## src/rtl/branch_pkg.sv

```systemverilog
// Shared definitions for the branch resolve unit.
//   cond_t  : 3-bit branch condition codes COND_EQ..COND_LT
//   stage_t : occupancy of the single-entry result stage
package branch_pkg;

    typedef enum logic [2:0] {
        COND_EQ  = 3'd0,  // a == b
        COND_NE  = 3'd1,  // a != b
        COND_LEZ = 3'd2,  // a <= 0 (signed)
        COND_GTZ = 3'd3,  // a >  0 (signed)
        COND_LTZ = 3'd4,  // a <  0 (signed)
        COND_GEZ = 3'd5,  // a >= 0 (signed)
        COND_LTU = 3'd6,  // a <  b (unsigned)
        COND_LT  = 3'd7   // a <  b (signed)
    } cond_t;

    typedef enum logic {
        STAGE_EMPTY = 1'b0,
        STAGE_FULL  = 1'b1
    } stage_t;

endpackage

```

## src/rtl/branch_cond_eval.sv

```systemverilog
// Combinational branch condition evaluator.
// Ports:
//   cond   in  3      condition code (branch_pkg::cond_t)
//   data_a in  WIDTH  rs operand
//   data_b in  WIDTH  rt operand (EQ/NE/LTU/LT only)
//   taken  out 1      condition holds
module branch_cond_eval
    import branch_pkg::*;
#(
    parameter int unsigned WIDTH = 32
) (
    input  logic [2:0]       cond,
    input  logic [WIDTH-1:0] data_a,
    input  logic [WIDTH-1:0] data_b,
    output logic             taken
);

    logic a_neg;
    logic a_zero;

    always_comb begin
        a_neg  = data_a[WIDTH-1];
        a_zero = (data_a == '0);
        taken  = 1'b0;
        case (cond_t'(cond))
            COND_EQ:  taken = (data_a == data_b);
            COND_NE:  taken = (data_a != data_b);
            COND_LEZ: taken = a_neg || a_zero;
            COND_GTZ: taken = !a_neg && !a_zero;
            COND_LTZ: taken = a_neg;
            COND_GEZ: taken = !a_neg;
            COND_LTU: taken = (data_a < data_b);
            COND_LT:  taken = ($signed(data_a) < $signed(data_b));
            default:  taken = 1'b0;
        endcase
    end

endmodule

```

## src/rtl/branch_resolve_unit.sv

```systemverilog
// Branch condition and target resolver at the ID/EX boundary.
// Resolves one branch per accepted request into a registered single-entry
// result stage with valid/ready handshake, flush and saturating statistics.
// Ports:
//   clk, rst                 clock, asynchronous active-high reset
//   in_valid / in_ready      request handshake from decode
//   cond, data_a, data_b     condition code and operands
//   pc, offset               branch PC and signed word offset
//   flush                    kill held result, block acceptance this cycle
//   out_valid / out_ready    result handshake to PC-select
//   out_taken, out_target    resolved direction and next PC
//   taken_cnt, total_cnt     consumed taken / consumed total (saturating)
module branch_resolve_unit
    import branch_pkg::*;
#(
    parameter int unsigned WIDTH = 32,
    parameter int unsigned OFF_W = 16,
    parameter int unsigned CNT_W = 16
) (
    input  logic             clk,
    input  logic             rst,
    input  logic             in_valid,
    output logic             in_ready,
    input  logic [2:0]       cond,
    input  logic [WIDTH-1:0] data_a,
    input  logic [WIDTH-1:0] data_b,
    input  logic [WIDTH-1:0] pc,
    input  logic [OFF_W-1:0] offset,
    input  logic             flush,
    output logic             out_valid,
    input  logic             out_ready,
    output logic             out_taken,
    output logic [WIDTH-1:0] out_target,
    output logic [CNT_W-1:0] taken_cnt,
    output logic [CNT_W-1:0] total_cnt
);

    stage_t           state;
    stage_t           state_next;
    logic             load;
    logic             consume;
    logic             cond_taken;
    logic [WIDTH-1:0] off_ext;
    logic [WIDTH-1:0] pc_seq;
    logic [WIDTH-1:0] target;

    branch_cond_eval #(
        .WIDTH (WIDTH)
    ) u_cond_eval (
        .cond   (cond),
        .data_a (data_a),
        .data_b (data_b),
        .taken  (cond_taken)
    );

    // Size cast of a signed value sign-extends; wrap-around is intentional.
    always_comb begin
        off_ext = WIDTH'($signed(offset));
        pc_seq  = pc + WIDTH'(4);
        target  = cond_taken ? (pc_seq + (off_ext << 2)) : pc_seq;
    end

    assign out_valid = (state == STAGE_FULL);
    assign in_ready  = !flush && (!out_valid || out_ready);
    assign load      = in_valid && in_ready;
    // Flush outranks a consume in the same cycle.
    assign consume   = out_valid && out_ready && !flush;

    always_comb begin
        state_next = state;
        if (flush) begin
            state_next = STAGE_EMPTY;
        end else if (load) begin
            state_next = STAGE_FULL;
        end else if (consume) begin
            state_next = STAGE_EMPTY;
        end
    end

    always_ff @(posedge clk or posedge rst) begin
        if (rst) begin
            state <= STAGE_EMPTY;
        end else begin
            state <= state_next;
        end
    end

    always_ff @(posedge clk or posedge rst) begin
        if (rst) begin
            out_taken  <= 1'b0;
            out_target <= '0;
        end else if (load) begin
            out_taken  <= cond_taken;
            out_target <= target;
        end
    end

    always_ff @(posedge clk or posedge rst) begin
        if (rst) begin
            taken_cnt <= '0;
            total_cnt <= '0;
        end else if (consume) begin
            if (total_cnt != '1) begin
                total_cnt <= total_cnt + CNT_W'(1);
            end
            if (out_taken && (taken_cnt != '1)) begin
                taken_cnt <= taken_cnt + CNT_W'(1);
            end
        end
    end

endmodule

```

## config.mk

```make
export PLATFORM = sky130hd
export DESIGN_NAME = branch_resolve_unit
export DESIGN_NICKNAME = d
export VERILOG_FILES = /design/src/rtl/branch_pkg.sv /design/src/rtl/branch_cond_eval.sv /design/src/rtl/branch_resolve_unit.sv
export SDC_FILE = /design/constraint.sdc
export NUM_CORES = 1
export LEC_CHECK = 0
export CORE_AREA = 3 3 129 131
export DETAILED_ROUTE_END_ITERATION = 8
export DIE_AREA = 0 0 132 134
export PLACE_DENSITY_LB_ADDON = 0.3
export SYNTH_ARGS = -nofsm -noshare
export SYNTH_HDL_FRONTEND = slang
export SYNTH_HIERARCHICAL = 1
export SYNTH_SLANG_ARGS = --single-unit
export TNS_END_PERCENT = 50
```

## constraint.sdc

```tcl
create_clock -name clk -period 2.7 [get_ports clk]
set_clock_uncertainty 0.1 [all_clocks]
set_input_delay 0.405 -clock clk [delete_from_list [all_inputs] [get_ports clk]]
set_output_delay 0.405 -clock clk [all_outputs]
set_load 0.02 [all_outputs]
```

==> results.md, run 1 <==
* Peak supply drop at 0.3884 mV
* Global-route wire length before repair at 39.66 mm
* RSZ-0062 raised after global routing: true
* Slew Viols, Final at 0
* H-tree levels at 3
* Yosys Warn Count at 6
* Leak at 5.293 nW
* Vias per cell at 5.948
* CP required at 2.84 ns
* Die height at 134 um
* Synthesized flop and latch total at 66
* Initial antenna violation count at 0
* Inserted Clock Buffers at 9
* Commonest cells after routing, fill and taps aside: buf_4, clkdlybuf4s50_1, nand2_1, dfrtp_1, nor2_1
* Area after DPL at 0.009774 sq mm
* CP cell instances: clkdlybuf4s50_1 > and3_1 > buf_4 > nand4_1 > nor4_1 > xnor2_1 > ha_1 > or2_2 > a311oi_2 > a21oi_1 > o211ai_1
* Die W at 132 um
* Most common library cell in the layout ignoring fill and taps: buf_4
* CP Class: primary input to flip-flop
* Max_cap viols at 0
* Mapped Cells at 764
* Wire length per cell at 20.86 um
* Cell Rows at 46
* Outcome: finished with violations
* Antenna-violating nets left at 0
* Fin util at 75.08%
* WP data arrival at 3.67 ns
* DR DRC count at 0
* Cell Pwr Density at 441.3 mW/mm^2
* GRT Util Overall at 27.54%
* Core region area at 0.01571 sq mm
* Final Instance Area at 0.01180 sq mm
* Worst Setup SP: pc[23]
* Crit start category: primary input
* Placer Congestion at 0.9623
* Number of global-route vias before repair at 7961
* Top FF cell, synth: dfrtp_1
* CP endpoint kind: flip-flop
* Hold crit path type: primary input to asynchronous set/reset pin
* Peak Freq at 283.4 MHz
* Setup-failing EPs final at 30
* CTS sink count at 66
* Layout area overhead at 89.97%
* Syn Area/Cell at 8.128 sq um
* Seq/Total Area, Yosys at 26.60%
* Clock Path Buffers at 2
* TritonCTS clock tree: built
* Clk slew on worst S/H paths at 0.07 ns
* Worst-Margin Slew at 0.8662 ns
* DR iter-0 viols at 875
* TNS Setup at -10.45 ns
* Net Count, Synth at 956
* Die area at 0.01769 sq mm
* Total gr overflow at 0
* Async S/R FF share, synth at 100.0%
* Critical-path maximum fanout at 4
* Worst r2r src: taken_cnt[0]
* DP HPWL at 17.00 mm
* Mapped Area at 0.006210 sq mm
* Io pins at 187
* Starting Density at 39.52%
* Failing checks: setup timing
* Fin. Hold Viols at 0
* Relative slew slack at 41.72%
* Share of cells above drive strength 1 at 42.65%
* Period utilization at 130.7%
* # fillers at 979
* Worst Slack Setup Final at -0.8285 ns
* Final WL at 29.06 mm
* Vias at 8286
* TritonRoute pass-1 iters at 7
* Number of synthesized flops with an enable pin at 0
* Slowest stage delay, CP at 0.71 ns
* Pin count of the biggest net entering global routing at 67
* Final net count at 1364
* # port buffers at 186
* Worst skew pair latency at 0.33 ns
* Minimum clock period at 3.528 ns
* # diodes at 0
* Post-synthesis cell type count at 71
* Root Driver: clkbuf_16
* Slowest CP cell: nor4_1
-- critical path, delay by kind of cell --
family          cells  cell delay (ns)
simple gates        4             1.44
buf+inv             2             0.65
compound gates      3             0.50
fa+ha+maj           1             0.40
xor+xnor            1             0.27
-- final timing paths --
kind | slack [ns] | cells past startpoint | end
max in group asynchronous | 1.84 | 3 | out_target[24]
worst min register to register | 0.39 | 2 | out_target[11]
worst min-delay path | 0.37 | 3 | total_cnt[12]
worst max register to register | 0.53 | 8 | taken_cnt[12]
min in group clk | 0.39 | 2 | out_target[11]
worst max-delay path | -0.83 | 11 | out_target[30]
-- stage by stage --
stage | setup slack (ns) | total power [mW] | std cells | hold WS [ns]
5_1_grt | -0.8043 | 5.394 | 1393 | 0.4119
3_5_place_dp | -1.331 | 3.298 | 1326 | 0.3730
6_report | -0.8285 | 5.205 | 1393 | 0.3691
4_1_cts | -0.3903 | 4.873 | 1379 | 0.3814
3_3_place_gp | -1.268 | 3.262 | 1326 | 0.3613
2_1_floorplan | -0.3774 | 2.261 | 764 | 0.3714
-- registers in the layout, indices dropped and copies added (netlist names) --
register and flops:
out_taken 1, out_target 32, taken_cnt 16, total_cnt 16
out_valid 1
-- cell usage after synthesis (7+ instances only) --
cell / number / area share (%)
dfrtp_1: 66 / 27
nor3_1: 15 / 1.2
nand4_1: 26 / 2.6
xor2_1: 29 / 4.1
inv_1: 49 / 3.0
a31oi_1: 7 / 0.71
a21oi_1: 45 / 3.6
o21ai_0: 52 / 4.2
o211ai_1: 7 / 0.85
nor2_1: 54 / 3.3
mux2i_1: 12 / 1.9
xnor2_1: 50 / 7.1
clkbuf_1: 10 / 0.60
nand3_1: 36 / 2.9
nor4_1: 11 / 1.1
nand2_1: 104 / 6.3
and3_1: 15 / 1.5
ha_1: 71 / 14
a21o_1: 15 / 1.8
-- per-layer routing --
layer | global-route usage [%] | part of all wire, % | up-vias
li1 | - | - | 3558
met1 | 31.54 | 36 | 3925
met2 | 47.35 | 48 | 585
met3 | 6.752 | 9.3 | 218
met4 | 15.23 | 7.4 | 0
met5 | 0 | 0 | -
-- cell type report --
cell class                      count  area (sq um)  share of cell area, %
Tap cell                          216         270.3                  2.291
Inverter                           49         186.4                  1.580
Sequential cell                    66          1652                  14.00
Clock buffer                       10         239.0                  2.026
Multi-Input combinational cell    632          5722                  48.50
Timing Repair Buffer              414          3637                  30.83
Clock inverter                      6         90.09                 0.7637
-- cell families (layout without fill, tap and decap cells) --
| family | count (synthesis) | count (layout) | share of synthesized area [%] |
|---|---|---|---|
| compound gates | 170 | 170 | 17.39 |
| xor+xnor | 79 | 79 | 11.14 |
| fa+ha+maj | 72 | 72 | 14.63 |
| buf+inv | 66 | 479 | 4.372 |
| flops | 66 | 66 | 26.60 |
| mux | 15 | 15 | 2.478 |
| simple gates | 296 | 296 | 23.39 |
-- timing repair --
item                                    in CTS  in global routing
endpoints found under the setup margin      31                 31
pin swaps                                  119                 71
setup buffers                               38                 16
resized for setup                          323                142
hold buffers                                 0                  0
-- power by group --
part           total (mW)  switching, mW  internal (mW)  leakage, nW
sequential           1.30          0.151           1.15        0.848
clock                1.29          0.453          0.834        0.159
combinational        2.62           1.32           1.29         4.29
No activity file was read; power rests on OpenSTA's default activity.
==> inputs of run 2 (changes only) <==
--- a/config.mk
+++ b/config.mk
@@ -5,6 +5,7 @@
 export SDC_FILE = /design/constraint.sdc
 export NUM_CORES = 1
 export LEC_CHECK = 0
+export CAP_MARGIN = 0
 export CORE_AREA = 3 3 129 131
 export DETAILED_ROUTE_END_ITERATION = 8
 export DIE_AREA = 0 0 132 134
==> results of run 2 <==
The final DEF is identical to that of run 1; final timing and power are the same.
